===== config.mk =====
export PLATFORM = sky130hd
export DESIGN_NAME = matrix_scan_ctrl
export DESIGN_NICKNAME = d
export VERILOG_FILES = /design/src/rtl/matrix_scan_ctrl.sv
export SDC_FILE = /design/constraint.sdc
export NUM_CORES = 1
export LEC_CHECK = 0
export CAP_MARGIN = 30
export CORE_ASPECT_RATIO = 0.6
export CORE_MARGIN = 5
export CORE_UTILIZATION = 50
export DETAILED_ROUTE_END_ITERATION = 6
export PLACE_DENSITY_LB_ADDON = 0.2
export SYNTH_ARGS = -nofsm -noshare
export SYNTH_HDL_FRONTEND = slang
export SYNTH_SLANG_ARGS = --single-unit

===== constraint.sdc =====
create_clock -name in_clk -period 3.6 [get_ports in_clk]
set_clock_uncertainty 0.1 [all_clocks]
set_input_delay 0.54 -clock in_clk [delete_from_list [all_inputs] [get_ports in_clk]]
set_output_delay 0.54 -clock in_clk [all_outputs]
set_load 0.01 [all_outputs]

===== src/rtl/matrix_scan_ctrl.sv =====
// matrix_scan_ctrl: LED-matrix scan sequencer for the badge CPLD.
// Shifts one 16-bit column of row data out of the front framebuffer per
// column period, latches the column select, dwells, and advances 0..15.
// Also synchronises and debounces the CPLD's 3-bit encoded button code.
// Optional build macro MATRIX_SCAN_ROW_INVERT_EN: drives out_row_data with
// inverted polarity (idle level 1) for active-low row drivers.
module matrix_scan_ctrl #(
    parameter int CLK_DIV         = 2,
    parameter int DWELL_CYCLES    = 64,
    parameter int DEBOUNCE_CYCLES = 1024
) (
    input  logic        in_clk,
    input  logic        in_reset,
    input  logic        in_enable,
    input  logic        in_fb_we,
    input  logic [3:0]  in_fb_addr,
    input  logic [15:0] in_fb_data,
    input  logic        in_swap,
    input  logic [2:0]  in_button_code,
    output logic        out_row_clk,
    output logic        out_row_data,
    output logic [3:0]  out_column,
    output logic        out_frame,
    output logic        out_swap_done,
    output logic [2:0]  out_button,
    output logic        out_button_event
);

    localparam int DIV_W   = $clog2(2 * CLK_DIV);
    localparam int DWELL_W = (DWELL_CYCLES > 1) ? $clog2(DWELL_CYCLES) : 1;
    localparam int DEB_W   = $clog2(DEBOUNCE_CYCLES);

    localparam logic [DIV_W-1:0]   DIV_LAST   = DIV_W'(2 * CLK_DIV - 1);
    localparam logic [DIV_W-1:0]   DIV_HIGH   = DIV_W'(CLK_DIV);
    localparam logic [DWELL_W-1:0] DWELL_LAST = DWELL_W'(DWELL_CYCLES - 1);
    localparam logic [DEB_W-1:0]   DEB_LAST   = DEB_W'(DEBOUNCE_CYCLES - 1);

    typedef enum logic [1:0] {
        IDLE  = 2'd0,
        SHIFT = 2'd1,
        LATCH = 2'd2,
        DWELL = 2'd3
    } state_t;

    state_t state;
    state_t state_next;

    // div_cnt walks one row bit: low half then high half of out_row_clk
    logic [DIV_W-1:0]   div_cnt;
    logic [3:0]         bit_cnt;
    logic [DWELL_W-1:0] dwell_cnt;
    // col is the column being scanned, or the next one to scan while idle
    logic [3:0]         col;

    logic [15:0]        fb [2][16];
    logic               front;
    logic               swap_pending;
    logic               swap_apply;
    logic [15:0]        front_word;

    logic               shift_last;
    logic               dwell_last;
    logic               frame_end;
    logic               row_bit;

    logic [2:0]         sync1;
    logic [2:0]         sync2;
    logic [DEB_W-1:0]   deb_cnt;

    assign front_word = fb[front][col];
    assign shift_last = (state == SHIFT) && (bit_cnt == 4'd15) && (div_cnt == DIV_LAST);
    assign dwell_last = (state == DWELL) && (dwell_cnt == DWELL_LAST);
    assign frame_end  = dwell_last && (col == 4'd15);
    // A pending swap lands at the frame boundary, or straight away when idle
    assign swap_apply = swap_pending && (frame_end || (state == IDLE));

    // State register
    always_ff @(posedge in_clk) begin
        if (in_reset) begin
            state <= IDLE;
        end else begin
            state <= state_next;
        end
    end

    // Next-state logic; in_enable only matters in IDLE and at a column boundary
    always_comb begin
        state_next = state;
        case (state)
            IDLE:    if (in_enable) state_next = SHIFT;
            SHIFT:   if (shift_last) state_next = LATCH;
            LATCH:   state_next = DWELL;
            DWELL:   if (dwell_last) state_next = in_enable ? SHIFT : IDLE;
            default: state_next = IDLE;
        endcase
    end

    // Output decode: row clock/data only toggle during SHIFT, MSB first
    always_comb begin
        out_row_clk   = 1'b0;
        row_bit       = 1'b0;
        out_frame     = frame_end;
        out_swap_done = swap_apply;
        if (state == SHIFT) begin
            out_row_clk = (div_cnt >= DIV_HIGH);
            row_bit     = front_word[~bit_cnt];
        end
    end

`ifdef MATRIX_SCAN_ROW_INVERT_EN
    assign out_row_data = ~row_bit;
`else
    assign out_row_data = row_bit;
`endif

    // Scan counters, column select latch and column advance
    always_ff @(posedge in_clk) begin
        if (in_reset) begin
            div_cnt    <= '0;
            bit_cnt    <= '0;
            dwell_cnt  <= '0;
            col        <= '0;
            out_column <= '0;
        end else begin
            case (state)
                SHIFT: begin
                    if (div_cnt == DIV_LAST) begin
                        div_cnt <= '0;
                        bit_cnt <= bit_cnt + 4'd1;
                    end else begin
                        div_cnt <= div_cnt + DIV_W'(1);
                    end
                end
                LATCH: begin
                    out_column <= col;
                    dwell_cnt  <= '0;
                end
                DWELL: begin
                    if (dwell_last) begin
                        dwell_cnt <= '0;
                        col       <= col + 4'd1;
                    end else begin
                        dwell_cnt <= dwell_cnt + DWELL_W'(1);
                    end
                end
                default: begin
                    div_cnt   <= '0;
                    bit_cnt   <= '0;
                    dwell_cnt <= '0;
                end
            endcase
        end
    end

    // Double-buffered framebuffer: writes go to the back buffer only;
    // a write coinciding with a swap lands in the pre-swap back buffer
    always_ff @(posedge in_clk) begin
        if (in_reset) begin
            for (int b = 0; b < 2; b++) begin
                for (int c = 0; c < 16; c++) begin
                    fb[b][c] <= '0;
                end
            end
            front        <= 1'b0;
            swap_pending <= 1'b0;
        end else begin
            if (in_fb_we) begin
                fb[~front][in_fb_addr] <= in_fb_data;
            end
            if (swap_apply) begin
                front        <= ~front;
                swap_pending <= 1'b0;
            end else if (in_swap) begin
                swap_pending <= 1'b1;
            end
        end
    end

    // Button synchroniser and debouncer; only non-zero codes raise an event
    always_ff @(posedge in_clk) begin
        if (in_reset) begin
            sync1            <= '0;
            sync2            <= '0;
            deb_cnt          <= '0;
            out_button       <= '0;
            out_button_event <= 1'b0;
        end else begin
            sync1            <= in_button_code;
            sync2            <= sync1;
            out_button_event <= 1'b0;
            if (sync1 != sync2) begin
                deb_cnt <= '0;
            end else if (deb_cnt != DEB_LAST) begin
                deb_cnt <= deb_cnt + DEB_W'(1);
            end
            if ((deb_cnt == DEB_LAST) && (sync2 != out_button)) begin
                out_button       <= sync2;
                out_button_event <= (sync2 != 3'd0);
            end
        end
    end

endmodule


Yosys cells after proc, flatten, opt, wreduce, memory -nomap -nowiden
Memory sizes are Yosys's and may differ from the RTL's. A register that Yosys moved wholly into a read port is not among the register bits.
Cells that the tools add are included.
Widths: inputs -> output; s select.
{ "totals": {"memories": 1, "ram_bits": 512, "input_bits": 28, "ff_bits": 44, "wordCells": 93} }
{ "memory_table": {"columns": ["name", "words", "width", "read_ports", "rd_clocked_by_memory_dff", "write_ports", "line_no", "rtl"], "rows": [
  ["fb", 2, 256, 1, 1, 2, "55", "logic [15:0] fb [2][16];"]
]} }
{ "classes": {"reduce_logical": 18, "mux": 30, "eq_ne": 15, "n_addsub": 5, "order_cmp": 5, "n_bitwise": 6} }
{ "ops": {"columns": ["cell", "count"], "rows": [
  ["$mux 256", 3],
  ["$reduce_or 256->1", 1],
  ["$bmux 16 s4", 1],
  ["$demux 16 s4", 1],
  ["$mux 16", 3],
  ["$pmux 6 s2", 1],
  ["$mux 1", 11],
  ["$add 10x1->10 const B", 1],
  ["$eq 10x10->1 const B", 1],
  ["$ge 5x5->1 const B", 2],
  ["$ne 10x10->1 const B", 1],
  ["$not 4->5", 2],
  ["$add 4x1->4 const B", 2],
  ["$eq 4x4->1 const B", 2],
  ["$mux 2", 4],
  ["$ne 2x2->1 const B", 4],
  ["$pmux 2 s4", 1],
  ["$pmux 4 s2", 1],
  ["$reduce_or 2->1", 4],
  ["$logic_and 1x1->1", 7],
  ["$add 6x1->6 const B", 1],
  ["$eq 2x2->1 const B", 3],
  ["$eq 6x6->1 const B", 1],
  ["$mux 6", 1],
  ["other kinds (16)", 20]
]} }

Logic depth before layout (Yosys ltp)
{ "logic_depth": {"ltp_word": 8, "depth_mapped": 12, "mapped_depth_nobuf": 8} }

Least setup slack after synthesis
No wires, ideal clock.
{ "synth_path": {"path_type": "register to output", "startpoint": "reg (tool-made name)", "endpoint": "out out_row_data", "setup_slack_ns": 0.603, "t_arrival_ns": 2.357, "t_required_ns": 2.960, "path_stages_with_launch": 9, "path_cell_list": "dfxtp_1 buf_6 buf_6 buf_4 mux4_2 mux4_2 a211oi_1 a21oi_1 a32o_1"} }
{ "synth_rtl": {"columns": ["item", "line_no", "rtl"], "rows": [
  ["end, declared", "21", "output logic out_row_data,"]
]} }

==> implementation parameters <==
Parameter                              Value

Critical path
  Launching point of the worst reg2reg path    deb_cnt[0]
  Worst Path Required    2.96 ns
  Worst R2R End    deb_cnt[3]
  Cell at the slowest stage of the critical path    mux4_2
  Sequence of cells on the critical path    buf_12 > buf_12 > mux4_2 > mux4_2 > mux2_4 > nand2_2 > o2111ai_2 > a32o_2 > buf_6
  Highest fanout seen on the critical path    5
  Cells on worst reg2reg path    8
  Register-to-register path setup slack    1.11 ns
  Slowest stage delay, CP    0.52 ns
  Last element of the critical path    out_row_data
  Element type at the critical path end    output pin
  Critical Path Source Type    register
  Arrival time worst endpoint    3.25 ns
  Worst setup path category    register to output pin

GRT
  Global-route congestion overflow total    0
  GRT Resource Usage Total    26.4%
  Vias in the first global route    14400
  First-pass GRT wire length    101 mm
  Pin count of the biggest net entering global routing    62
  Initial antenna violation count    5

Placement
  Pre-CTS setup slack    -0.361 ns
  Global placer's final weighted congestion    0.897
  Port bufs    39
  Half-perimeter wire length after placement    46.5 mm
  Post-DP Area    26200 µm²

Synthesis
  Sequential fraction of the synthesis area    67.9%
  Synth top area share    64.2%
  Post-synthesis cell count    1534
  Proportion of synthesized flip-flops having asynchronous set or reset    0%
  Register bit total from synthesis    557
  Mean post-synth cell area    15.6 µm²
  Cell types occupying the most area after synthesis    edfxtp_1, mux4_2, and2_1
  Dominant cell type by area after synthesis    edfxtp_1
  Distinct cell type count of the synthesized netlist    55
  Synthesis warning total    0
  Synthesized net count    1572
  Top_reg_cell synth    edfxtp_1
  EDFF count, synth    512
  Synth Cell Area    24000 µm²

Timing
  Pin slew with the least headroom to its limit    0.807 ns
  Final setup fails    1
  Number of slew-limit violations in the final report    0
  Period utilization    108%
  Final setup margin    -0.286 ns
  Maximum achievable frequency    257 MHz
  Hold violation total from the final report    0
  Minimum clock period after layout    3.89 ns
  Max_slew headroom    46.1%
  Setup repair after global routing missed its margin    true

Clock network
  Clock tree from TritonCTS    built
  Root Buffer    clkbuf_16
  Hold_buf cts    0
  Clock-pin slew on the worst setup and hold paths    0.06 ns
  Sinks on the clock net    557
  Number of H-tree branching levels    2
  Clk buf depth    3
  TritonCTS Buffers    51
  Later-pin clock latency in the skew report    0.57 ns

Finish
  Antenna diodes    0
  Commonest non-fill, non-tap cells in the layout    edfxtp_1, and2_1, buf_4
  Area overhead of the layout relative to synthesis    17.7%
  Design Area, Final    28200 µm²
  Post-route core utilization    59.2%
  Number of fillers in the final layout    3610
  Fraction of layout cells with a size suffix above 1    24.4%
  Most common library cell in the layout ignoring fill and taps    edfxtp_1
  Final layout net count    1737

Status
  Status    finished, violations left
  Violations in the final reports    setup timing

Floorplanning
  Floorplan die width    293 µm
  Total I/O pin count    40
  Site row count    62
  Height of the die    180 µm
  Floorplan Core Area    47600 µm²
  Initial cell density of the core    50.3%
  Area of the die    52500 µm²

Pwr
  Worst ir drop on vdd    0.417 mV
  Power per cell area    548 nW/µm²
  Pleak    10.1 nW

Routing
  Mean routed wirelength per cell    29.6 µm
  Count of antenna-violating nets left after detailed routing    0
  Overall routed net length    70.4 mm
  First DRT Iteration DRCs    1936
  Per-cell via count in the routed design    6.19
  Count of TritonRoute iterations in the first routing pass    5
  Total number of vias    14700
  Number of design rule violations left after detail routing    0

Hold path
  Startpoint of the tightest hold check path    sync1[0]
  Hold crit path type    register to register

Flow run
  Number of max-capacitance violations reported    0
## per-layer routing
metal,share of wire (%),vias to the layer above,routed length (µm),GRT usage [%]
met5,0.077,-,54,0.723
met4,2.4,2,1690,6.07
met3,12,116,8640,8.29
met2,43,865,30500,37.9
met1,42,7589,29500,40.0
li1,-,6141,-,-
## logic make-up after synthesis
| kind of cell | Yosys count | share of synthesized area (%) |
|---|---|---|
| flops | 557 | 67.9 |
| simple gates | 508 | 11.5 |
| mux | 174 | 12.9 |
| compound gates | 141 | 4.06 |
| buf+inv | 125 | 2.38 |
| xor+xnor | 19 | 0.695 |
| fa+ha+maj | 10 | 0.522 |
## worst max-delay path: cells and delay by family, from the launching register on
family,cells,cell delay (ns)
mux,3,1.33
compound gates,2,0.46
buf+inv,3,0.44
flops,1,0.37
simple gates,1,0.08
## worst min-delay path by stage
| stage | to | slack (ns) | cells after the start |
|---|---|---|---|
| 6_report | sync2[0] | 0.38 | 1 |
| 3_3_place_gp | sync2[0] | 0.36 | 1 |
| 4_1_cts | sync2[2] | 0.38 | 1 |
| 2_1_floorplan | sync2[0] | 0.36 | 1 |
| 3_5_place_dp | sync2[0] | 0.37 | 1 |
| 5_1_grt | sync2[2] | 0.40 | 1 |
## where the power goes
group	switching, mW	internal, mW
Sequential	0.124	7.43
Clock	2.36	3.05
Combinational	1.26	1.21
Total	3.75	11.7
## area by class of cell
type / instances / area [µm²] / area share [%]
clock buffers: 68 / 1420 / 5.05
repair buffers: 212 / 2110 / 7.48
well taps: 640 / 801 / 2.84
multi-input cells: 852 / 7280 / 25.8
clock inverters: 24 / 211 / 0.750
inverters: 25 / 93.8 / 0.333
flip-flops and latches: 557 / 16300 / 57.7
## cell usage after synthesis (11+ instances only)
master and count:
inv_1 24, mux4_2 107, a22oi_1 17, xor2_1 11
mux2i_1 55, nor3_1 13, or2_2 18, a211oi_1 14
edfxtp_1 512, nand2_1 54, nor2_1 109, nor2b_1 24
and2_1 246, nand3_1 15, o22ai_1 12, a21oi_1 32
dfxtp_1 45, mux2_2 12, o21ai_0 14, o221ai_1 17
clkbuf_1 71
## timing repair
| item | CTS | global route |
|---|---|---|
| hold endpoints to repair | 0 | 0 |
| pin swaps | 7 | 5 |
| buffers inserted | 7 | 6 |
| setup endpoints to repair | 2 | 2 |
| resized for setup | 36 | 15 |
| cloned | 3 | 0 |
## through the flow
step / power [mW] / TNS (ns) / std cells / hold WS [ns]
floorplan: 9.08 / 0 / 1534 / 0.358
global placement: 9.86 / -0.409 / 2272 / 0.363
detailed placement: 9.91 / -0.361 / 2272 / 0.372
CTS: 15.4 / -0.262 / 2372 / 0.381
global route: 15.9 / -0.364 / 2378 / 0.399
finish: 15.4 / -0.286 / 2378 / 0.376
## state kept, by name (all words and copies together) (netlist names), named ones only
register	cells
sync1	3
bit_cnt	4
out_button	3
fb	512
col	4
swap_pending	1
div_cnt	2
out_button_event	1
dwell_cnt	6
state	2
sync2	3
out_column	4
deb_cnt	10
front	1
No activity file was read; power rests on OpenSTA's default activity.
